### src/rtl/seq_adder_sub.sv
// Multi-cycle adder/subtractor: processes D bits per cycle through a ripple of
// D full-adder cells, with a registered carry between slices.
module seq_adder_sub #(
  parameter int W = 8,
  parameter int D = 2
) (
  input  logic         clk,
  input  logic         rst_n,
  input  logic         start,
  input  logic         sub,
  input  logic [W-1:0] a,
  input  logic [W-1:0] b,
  input  logic         cin,
  output logic         busy,
  output logic         done,
  output logic [W-1:0] sum,
  output logic         cout,
  output logic         ovf
);

  localparam int N  = W / D;
  localparam int IW = (N > 1) ? $clog2(N) : 1;

  typedef enum logic [1:0] {IDLE, RUN, DONE} state_t;

  state_t         state_q, state_d;
  logic [W-1:0]   a_q, a_d;
  logic [W-1:0]   b_q, b_d;
  logic [W-1:0]   res_q, res_d;
  logic [W-1:0]   sum_q, sum_d;
  logic           c_q, c_d;
  logic           cout_q, cout_d;
  logic           ovf_q, ovf_d;
  logic [IW-1:0]  idx_q, idx_d;

  logic [D-1:0]   slice_s;
  logic           slice_cmsb;
  logic           slice_cout;
  logic [W-1:0]   res_next;
  logic           last;

  // Operand registers shift right by D each slice, so the active slice is always bits [D-1:0].
  always_comb begin
    logic c;
    c          = c_q;
    slice_s    = '0;
    slice_cmsb = 1'b0;
    for (int j = 0; j < D; j++) begin
      slice_s[j] = a_q[j] ^ b_q[j] ^ c;
      if (j == D - 1) slice_cmsb = c;
      c = (a_q[j] & b_q[j]) | (c & (a_q[j] ^ b_q[j]));
    end
    slice_cout = c;
  end

  // New slice bits enter at the top of the result register and migrate down.
  assign res_next = (res_q >> D) | (W'(slice_s) << (W - D));
  assign last     = (idx_q == IW'(N - 1));

  always_comb begin
    state_d = state_q;
    a_d     = a_q;
    b_d     = b_q;
    res_d   = res_q;
    c_d     = c_q;
    idx_d   = idx_q;
    sum_d   = sum_q;
    cout_d  = cout_q;
    ovf_d   = ovf_q;

    case (state_q)
      RUN: begin
        a_d   = a_q >> D;
        b_d   = b_q >> D;
        res_d = res_next;
        c_d   = slice_cout;
        idx_d = idx_q + 1'b1;
        if (last) begin
          state_d = DONE;
          sum_d   = res_next;
          cout_d  = slice_cout;
          ovf_d   = slice_cout ^ slice_cmsb;
        end
      end
      default: begin
        if (state_q == DONE) state_d = IDLE;
        if (start) begin
          state_d = RUN;
          a_d     = a;
          b_d     = sub ? ~b : b;
          c_d     = sub ? 1'b1 : cin;
          idx_d   = '0;
          res_d   = '0;
        end
      end
    endcase
  end

  always_ff @(posedge clk) begin
    if (!rst_n) begin
      state_q <= IDLE;
      a_q     <= '0;
      b_q     <= '0;
      res_q   <= '0;
      c_q     <= 1'b0;
      idx_q   <= '0;
      sum_q   <= '0;
      cout_q  <= 1'b0;
      ovf_q   <= 1'b0;
    end else begin
      state_q <= state_d;
      a_q     <= a_d;
      b_q     <= b_d;
      res_q   <= res_d;
      c_q     <= c_d;
      idx_q   <= idx_d;
      sum_q   <= sum_d;
      cout_q  <= cout_d;
      ovf_q   <= ovf_d;
    end
  end

  assign busy = (state_q == RUN);
  assign done = (state_q == DONE);
  assign sum  = sum_q;
  assign cout = cout_q;
  assign ovf  = ovf_q;

endmodule

### config.mk
export PLATFORM = sky130hd
export DESIGN_NAME = seq_adder_sub
export DESIGN_NICKNAME = d
export VERILOG_FILES = /design/src/rtl/seq_adder_sub.sv
export SDC_FILE = /design/constraint.sdc
export NUM_CORES = 1
export LEC_CHECK = 0
export CORE_UTILIZATION = 50
export DETAILED_ROUTE_END_ITERATION = 8
export PLACE_DENSITY = 0.85
export SLEW_MARGIN = 20
export SYNTH_ARGS = -nofsm -noshare
export SYNTH_HDL_FRONTEND = slang
export SYNTH_SLANG_ARGS = --single-unit
### constraint.sdc
create_clock -name clk -period 2.2 [get_ports clk]
set_clock_uncertainty 0.1 [all_clocks]
set_input_delay 0.33 -clock clk [delete_from_list [all_inputs] [get_ports clk]]
set_output_delay 0.33 -clock clk [all_outputs]
set_load 0.005 [all_outputs]
======== After elaboration in Yosys (flattened, before gate mapping) ========
Cells that the tools add are included.
storage, ports and cells
  register bits ........................... 39
  output and inout bits ................... 12
cells by class
  muxes and demuxes ....................... 16
  equality and inequality tests ........... 4
  reductions and logical operators ........ 5
  bitwise gates (word level) .............. 14
  add/subtract/negate cells ............... 1
operators by type and width
  kind                                            number
  2-to-1 mux 6 bit                                4
  2-to-1 mux 8 bit                                3
  2-to-1 mux 2 bit                                6
  NOT 8 bit                                       1
  bitwise OR 6 x 8 -> 8 bit                       1
  bitwise XOR 1 bit                               5
  bitwise AND 1 bit                               4
  == test 2 bit (second input constant)           2
  AND reduction 2 bit                             2
  2-to-1 mux 1 bit                                3
  nonzero test 3 bit                              1
  adder 2 x 1 -> 2 bit (second input constant)    1
  == test 2 x 1 -> 1 bit (second input constant)  1
  != test 2 x 1 -> 1 bit (second input constant)  1
  bitwise OR 1 bit                                2
  nonzero test 2 bit                              1
  OR reduction 2 bit                              1
  NOT 1 bit                                       1

======== Logic depth before layout (Yosys ltp) ========
Gate-level depths: netlist (run 1).
  depth in word-level cells ............... 6
  mapped depth ............................ 6
  depth with buffers taken out ............ 6

======== Worst setup path after synthesis (run 1) ========
No wires, ideal clock.
  path kind ............................... reg-to-reg
  from .................................... reg b_q[0]
  to ...................................... reg ovf_q, in the netlist ovf
  data required time ...................... 1.984 ns
  path buffers ............................ 0
  arrival time ............................ 1.551 ns
  slack ................................... 0.432 ns
  cell stages (with the launch flop) ...... 7
  cell sequence ........................... dfxtp_1 inv_1 fa_1 fa_1 xnor2_1 nand2_1 o211a_1
between the ends
  word-level cells in the longest chain between the ends .. 6
  elaborated cells on any way between the ends .. 7
  those cells by class .................... 7 x bitwise
RTL lines
  item                    line  text
  start, declared         28    logic [W-1:0] b_q, b_d;
  start signal, assigned  103   b_q <= '0;
  start signal, assigned  113   b_q <= b_d;
  bitwise XOR 1 bit       51    c = (a_q[j] & b_q[j]) | (c & (a_q[j] ^ b_q[j]));
  bitwise AND 1 bit       51
  bitwise OR 1 bit *      51
  bitwise AND 1 bit       51
  bitwise OR 1 bit        51
  bitwise XOR 1 bit *     82    ovf_d = slice_cout ^ slice_cmsb;
  end signal, assigned    119   ovf_q <= ovf_d;
  end, declared           33    logic ovf_q, ovf_d;
Mark *: on every way between the ends. The rest lies on a longest branch, timed or not.
A chain may end at the register's enable or synchronous reset.

======== Worst setup path after layout (run 1) ========
  from .................................... reg state_q[1]
  to ...................................... out busy
between the ends
  word-level cells in the longest chain between the ends .. 1
RTL lines
  item                    line  text
  start, declared         26    state_t state_q, state_d;
  start signal, assigned  111   state_q <= state_d;
  == test 2 x 1 -> 1 bit  123   assign busy = (state_q == RUN);
  end, declared           14    output logic busy,
Every way passes these cells.

==> results of run 1 <==
per-stage QoR:
stage | setup WS [ns] | cell area [sq um] | cells
2_1_floorplan | 0.432 | 1770 | 185
3_3_place_gp | 0.371 | 2070 | 253
3_5_place_dp | 0.329 | 2070 | 253
4_1_cts | 0.0712 | 2170 | 261
5_1_grt | 0.0470 | 2170 | 261
6_report | 0.141 | 2170 | 261
power by group through the flow:
stage               registers (mW)  logic, mW  clock network, mW
global route                 0.726      0.221              0.631
global placement             0.734      0.194                  0
floorplan                    0.731      0.145                  0
finish                       0.721      0.198              0.588
CTS                          0.721      0.200              0.596
detailed placement           0.736      0.199                  0
worst paths after layout:
check             depth (start not counted)  endpoint        from
setup reg to reg                          6       ovf      b_q[0]
hold reg to reg                           2    sum[5]      sum[5]
setup / recovery                          3      busy  state_q[1]
hold / removal                            2    sum[5]      sum[5]
cells in the final DEF (no fill, tap or decap), types with 7 or more instances in the layout:
| cell type | n |
|---|---|
| nand2_1 | 28 |
| nor2_1 | 10 |
| xnor2_1 | 9 |
| dfxtp_1 | 37 |
| a21boi_0 | 7 |
| clkdlybuf4s50_1 | 32 |
| o211a_1 | 10 |
| mux2i_1 | 7 |
registers in the layout, indices dropped and copies added, names as in the netlist:
register  count
sum           8
c_q           1
ovf           1
cout          1
res_q         6
idx_q         2
state_q       2
b_q           8
a_q           8
critical path: stages, from the launching register on:
cell and delay [ns]:
dfxtp_1 0.36, nand2b_2 0.20, clkinv_2 0.18, clkdlybuf4s50_1 0.54
repair_timing:
item,in CTS,in global routing
gates resized for setup,0,1
endpoints found under the setup margin,0,1
endpoints found under the hold margin,0,0
routing by layer:
| layer | vias to the layer above | share of wire | track usage | wire length [um] |
|---|---|---|---|---|
| met1 | 607 | 0.47 | 0.238 | 1430 |
| met2 | 30 | 0.47 | 0.314 | 1440 |
| met5 | - | 0 | 0 | 0 |
| met4 | 0 | 0.016 | 0.0762 | 49 |
| li1 | 681 | - | - | - |
| met3 | 6 | 0.044 | 0.0630 | 134 |
area by class of cell:
class / count / area [sq um] / share of cell area
timing repair buffer: 37 / 370 / 0.170
multi-input combinational: 126 / 876 / 0.403
clock buffer: 5 / 37.5 / 0.0173
inverter: 7 / 27.5 / 0.0127
sequential: 37 / 741 / 0.341
tap: 46 / 57.6 / 0.0265
clock inverter: 3 / 65.1 / 0.0299
kinds of logic after synthesis:
group | synth area share
and+or+nand+nor | 0.178
AOI/OAI and AO/OA | 0.204
DFF | 0.420
buffers and inverters | 0.0843
xor gates and xnor gates | 0.0447
muxes | 0.0397
adders and majority gates | 0.0298
==> impl_results.md, run 1 <==
- Port Buf Inserts: 32
- Largest net degree at the start of global routing: 39
- CTS tree: built
- Post-synth EDFFs: 0
- R2R setup slack: 0.31 ns
- Max-Cap Viols: 0
- Sequential power share: 0.478
- CP Class: flip-flop to primary output
- Clock buffer depth: 2
- Setup TNS Final: 0 ns
- Synth top area share: 0.420
- Vias: 1,324
- Synthesis warning total: 0
- Syn Nets: 209
- Leak: 0.889 nW
- Die Width: 61.4 um
- Final Slew Violations: 0
- WP data required: 1.77 ns
- Core Box Area: 3360 sq um
- Peak supply drop: 0.697 mV
- Crit end category: primary output
- Global route overflow: 0
- Top-Level Pins: 33
- Antenna Cells: 0
- Switching pwr: 348 uW
- Distinct cell type count after synthesis: 32
- Fin crit period: 2.06 ns
- First-pass GRT wire length: 5.23 mm
- Avg Synthesized Cell Area: 9.54 sq um
- Class of the worst hold path: flip-flop to flip-flop
- Cells after Synth: 185
- Die H: 61.4 um
- Total Wirelength: 3.06 mm
- Die Area: 3770 sq um
- Final net count: 238
- Drt first pass iters: 2
- Worst-skew pair later-pin latency: 0.35 ns
- Sequential area share after synthesis: 0.420
- Final Cycle Share: 0.936
- Ranking of synthesized cells by area: dfxtp_1 (42%), nand2_1 (6.0%), o211a_1 (5.7%)
- Syn-to-layout area delta: 23.2%
- Antenna violations before repair: 0
- Total GRT Usage: 0.193
- Pwr/cell area: 693 nW/um^2
- Rows: 21
- Routability cong.: 0.735
- PnR Total Power: 1.51 mW
- Final setup violation count: 0
- Final core occ: 0.647
- Arrival @ worst endpoint: 1.63 ns
- Most common cell in the synthesized netlist: dfxtp_1
- Fillers: 311
- Synthesized area: 1770 sq um
- Vias in the first global route: 1,194
- Post-synth ARST share: 0
- Outcome: completed
- Via density: 5.07
- Total CTS buffers: 5
- # DRC: 0
- Clk pin slew, worst setup/hold paths: 0.11 ns
- CTS Hold Bufs: 0
- Final Hold Vio Count: 0
- Slew HR: 0.661
- Dpl hpwl: 2.14 mm
- Clock sink count: 37
- Avg WL per Cell: 11.7 um
- Drt initial violations: 56
- Starting Density: 0.525
- Slew @ Worst Pin: 0.508 ns
- CTS root buf: clkbuf_4
- Comb power frac: 0.132
- Synth top cells by count: dfxtp_1 (37), nand2_1 (28), nor2_1 (10), o211a_1 (10), xnor2_1 (9)
- Min Hold Slack: 0.363 ns
- Internal Pwr Total: 1.16 mW
- Post-synth top flop: dfxtp_1
- ANT nets after route: 0
- RSZ-0062 raised after global routing: false
- Post-CTS Setup Inserts: 0
- H-tree Lvls: 2
- FMAX: 486 MHz
- Startpoint Class: flip-flop
- Switching portion of total power: 0.231
- Worst-path maximum fanout: 16
- Share of cells above drive strength 1: 0.102
- Seq cells post-synth: 37
- Area leader, netlist: dfxtp_1
- Clock power frac: 0.390
(Power assumes the default switching activity.)
==> inputs of run 2 (changes only) <==
- CTS_CLUSTER_DIAMETER: default -> 100
==> results of run 2 <==
The final DEF is identical to that of run 1; final timing and power are the same.
==> inputs of run 3 (changes only) <==
- ABC_AREA: default -> 1
==> run 3 against run 2 <==
Fmax rose by 2.9%. Highest routed layer unchanged. Via count is 23% higher. Synthesized cell count is 35% higher. Worst setup slack better by 0.058 ns. Largest cell class unchanged. First-iteration DRC count shrank 7.1%.
==> impl_results.md, run 3 <==
- Synthesized area: 1700 sq um (-3.5%)
- Peak supply drop: 0.396 mV (-43%)
- Post-CTS Setup Inserts: 0 (unchanged)
- Most frequent cells in the layout: nand2_1 (80), dfxtp_1 (37), clkdlybuf4s50_1 (32), inv_1 (29)
- Outcome: completed
- Post-synth ARST share: 0 (unchanged)
- Post-synth top flop: dfxtp_1
- Final setup violation count: 0 (unchanged)
- Vias: 1,623 (+23%)
- Most common cell in the synthesized netlist: nand2_1
- Post-route non-filler standard cell count: 327 (+25%)
- Drt initial violations: 52 (-7.1%)
- Antenna violations before repair: 0 (unchanged)
- Core Box Area: 3150 sq um (-6.3%)
- CP Launch Point: state_q[0]
- Die Area: 3640 sq um (-3.4%)
- Max-Cap Viols: 0 (unchanged)
- Min Hold Slack: 0.367 ns (+0.00368 ns)
- Class of the worst hold path: flip-flop to flip-flop
- Die H: 60.4 um (-1.7%)
- Distinct cell type count after synthesis: 17 (-47%)
- First-pass GRT wire length: 6.09 mm (+16%)
- Die Width: 60.4 um (-1.7%)
- Vias in the first global route: 1,438 (+20%)
- Slew HR: 0.504 (-0.158)
- Share of cells above drive strength 1: 0.0495 (-0.0529)
- Routability cong.: 0.746 (+1.5%)
- Syn Nets: 274 (+31%)
- Reg-to-reg startpoint: a_q[0]
- Syn-to-layout area delta: 23.2% (about the same)
- Sequential area share after synthesis: 0.435 (+0.0154)
- # DRC: 0 (unchanged)
- Placed cell area: 2050 sq um (-1.1%)
- H-tree Lvls: 2 (unchanged)
- Ranking of synthesized cells by area: dfxtp_1 (43%), nand2_1 (18%), nand3_1 (8.2%)
- Dpl hpwl: 2.57 mm (+20%)
- Cells after Synth: 250 (+35%)
- Antenna Cells: 0 (unchanged)
- Port Buf Inserts: 32 (unchanged)
- Starting Density: 0.540 (+0.0152)
- Final Cycle Share: 0.909 (-0.0266)
- Post-synth EDFFs: 0 (unchanged)
- Via density: 4.96 (-2.2%)
- Fillers: 300 (-3.5%)
- Startpoint Class: flip-flop
- Final net count: 306 (+29%)
- Avg Synthesized Cell Area: 6.81 sq um (-29%)
- R2R setup slack: 0.39 ns (+0.08 ns)
- Synth top area share: 0.435 (+0.0154)
- Clk pin slew, worst setup/hold paths: 0.11 ns (about the same)
- CTS tree: built
- RSZ-0062 raised after global routing: false
- Setup crit end: busy
- Drt first pass iters: 4 (+2)
- ANT nets after route: 0 (unchanged)
- Synth top cells by count: nand2_1 (80), dfxtp_1 (37), inv_1 (29)
- Clock buffer depth: 2 (unchanged)
- PnR Total Power: 1.24 mW (-18%)
- Slew @ Worst Pin: 0.742 ns (+0.234 ns)
- CP Class: flip-flop to primary output
- CTS root buf: clkbuf_4
- Rows: 20 (-4.8%)
- Area leader, netlist: dfxtp_1
- Synthesis warning total: 0 (unchanged)
- Final Slew Violations: 0 (unchanged)
- Global route overflow: 0 (unchanged)
- Worst-skew pair later-pin latency: 0.35 ns (about the same)
- Post-CTS Resized: 0 (unchanged)
- Worst-path maximum fanout: 8 (-8)
- Commonest non-fill, non-tap cell in the layout: nand2_1
- FMAX: 500 MHz (+2.9%)
- Fin crit period: 2.00 ns (-0.0585 ns)
- CTS Hold Bufs: 0 (unchanged)
- Crit end category: primary output
- Final Instance Area: 2100 sq um (-3.5%)
- DP Cell Count: 319 (+26%)
- Seq cells post-synth: 37 (unchanged)
- Setup TNS Final: 0 ns (unchanged)
- RR Endpoint: sum[7]
- Total CTS buffers: 5 (unchanged)
- Largest net degree at the start of global routing: 22 (-44%)
- Leak: 0.949 nW (+6.8%)
- Arrival @ worst endpoint: 1.57 ns (-0.06 ns)
- Avg WL per Cell: 10.9 um (-6.7%)
- Final Hold Vio Count: 0 (unchanged)
- Pwr/cell area: 591 nW/um^2 (-15%)
- Top-Level Pins: 33 (unchanged)
- Total Wirelength: 3.58 mm (+17%)
- WP data required: 1.77 ns (about the same)
- Register-to-Register Path Depth: 6 (unchanged)
- Clock sink count: 37 (unchanged)
- Total GRT Usage: 0.229 (+0.0366)
==> run 3: cell types whose count changed after synthesis, sizes merged, moves of 6 or more <==
cell | before | now
nand3b | 6 | 0
a21boi | 11 | 0
and2 | 6 | 0
a21oi | 0 | 20
nor2 | 11 | 29
o211a | 10 | 0
nand3 | 6 | 28
xnor2 | 9 | 2
mux2i | 7 | 0
o211ai | 8 | 0
nand2 | 28 | 80
inv | 7 | 29
==> run 3: kinds of logic after synthesis <==
logic type,count (synthesis),share of synthesized area
compound gates,27,0.0808
xor+xnor,3,0.0154
fa+ha+maj,3,0.0309
buf+inv,43,0.111
flops,37,0.435
simple gates,137,0.327
==> run 3: metal layers <==
layer	track usage	up-vias	routed length [um]
li1	-	835	-
met1	0.287	735	1610
met2	0.380	46	1720
met3	0.0640	7	197
met4	0.0797	0	54
met5	0	-	0
==> run 3: layout make-up <==
| class | instances | area [sq um] | area share |
|---|---|---|---|
| tap | 44 | 55.1 | 0.0262 |
| clock inverter | 2 | 10.0 | 0.00477 |
| inverter | 30 | 113 | 0.0537 |
| multi-input combinational | 170 | 773 | 0.369 |
| sequential | 37 | 741 | 0.353 |
| clock buffer | 6 | 41.3 | 0.0197 |
| timing repair buffer | 38 | 365 | 0.174 |
==> run 3: worst min-delay path by stage <==
| stage | from | to | slack, ns | cells after the start |
|---|---|---|---|---|
| floorplan | idx_q[0] | idx_q[0] | 0.33 | 1 |
| global placement | res_q[3] | res_q[3] | 0.35 | 2 |
| detailed placement | idx_q[0] | idx_q[0] | 0.36 | 1 |
| CTS | idx_q[0] | idx_q[0] | 0.37 | 1 |
| global route | sum[7] | sum[7] | 0.39 | 2 |
| finish | idx_q[0] | idx_q[0] | 0.37 | 1 |
==> run 3: per-stage QoR <==
| step | utilization | setup slack (ns) |
|---|---|---|
| after floorplan | - | 0.485 |
| after global placement | 0.649 | 0.323 |
| after detailed placement | 0.649 | 0.282 |
| after CTS | 0.665 | 0.195 |
| after global routing | 0.665 | 0.111 |
| final | 0.665 | 0.199 |
==> run 3: where the power goes <==
group / leakage [nW] / internal (mW) / switching [mW]
Clock: 0.0320 / 0.122 / 0.221
Combinational: 0.616 / 0.0837 / 0.101
Sequential: 0.301 / 0.696 / 0.0157
==> run 3: critical path, cell delays in order (launching register included) <==
cell	delay, ns
dfxtp_1	0.39
inv_1	0.10
nor2_4	0.19
clkdlybuf4s50_1	0.54
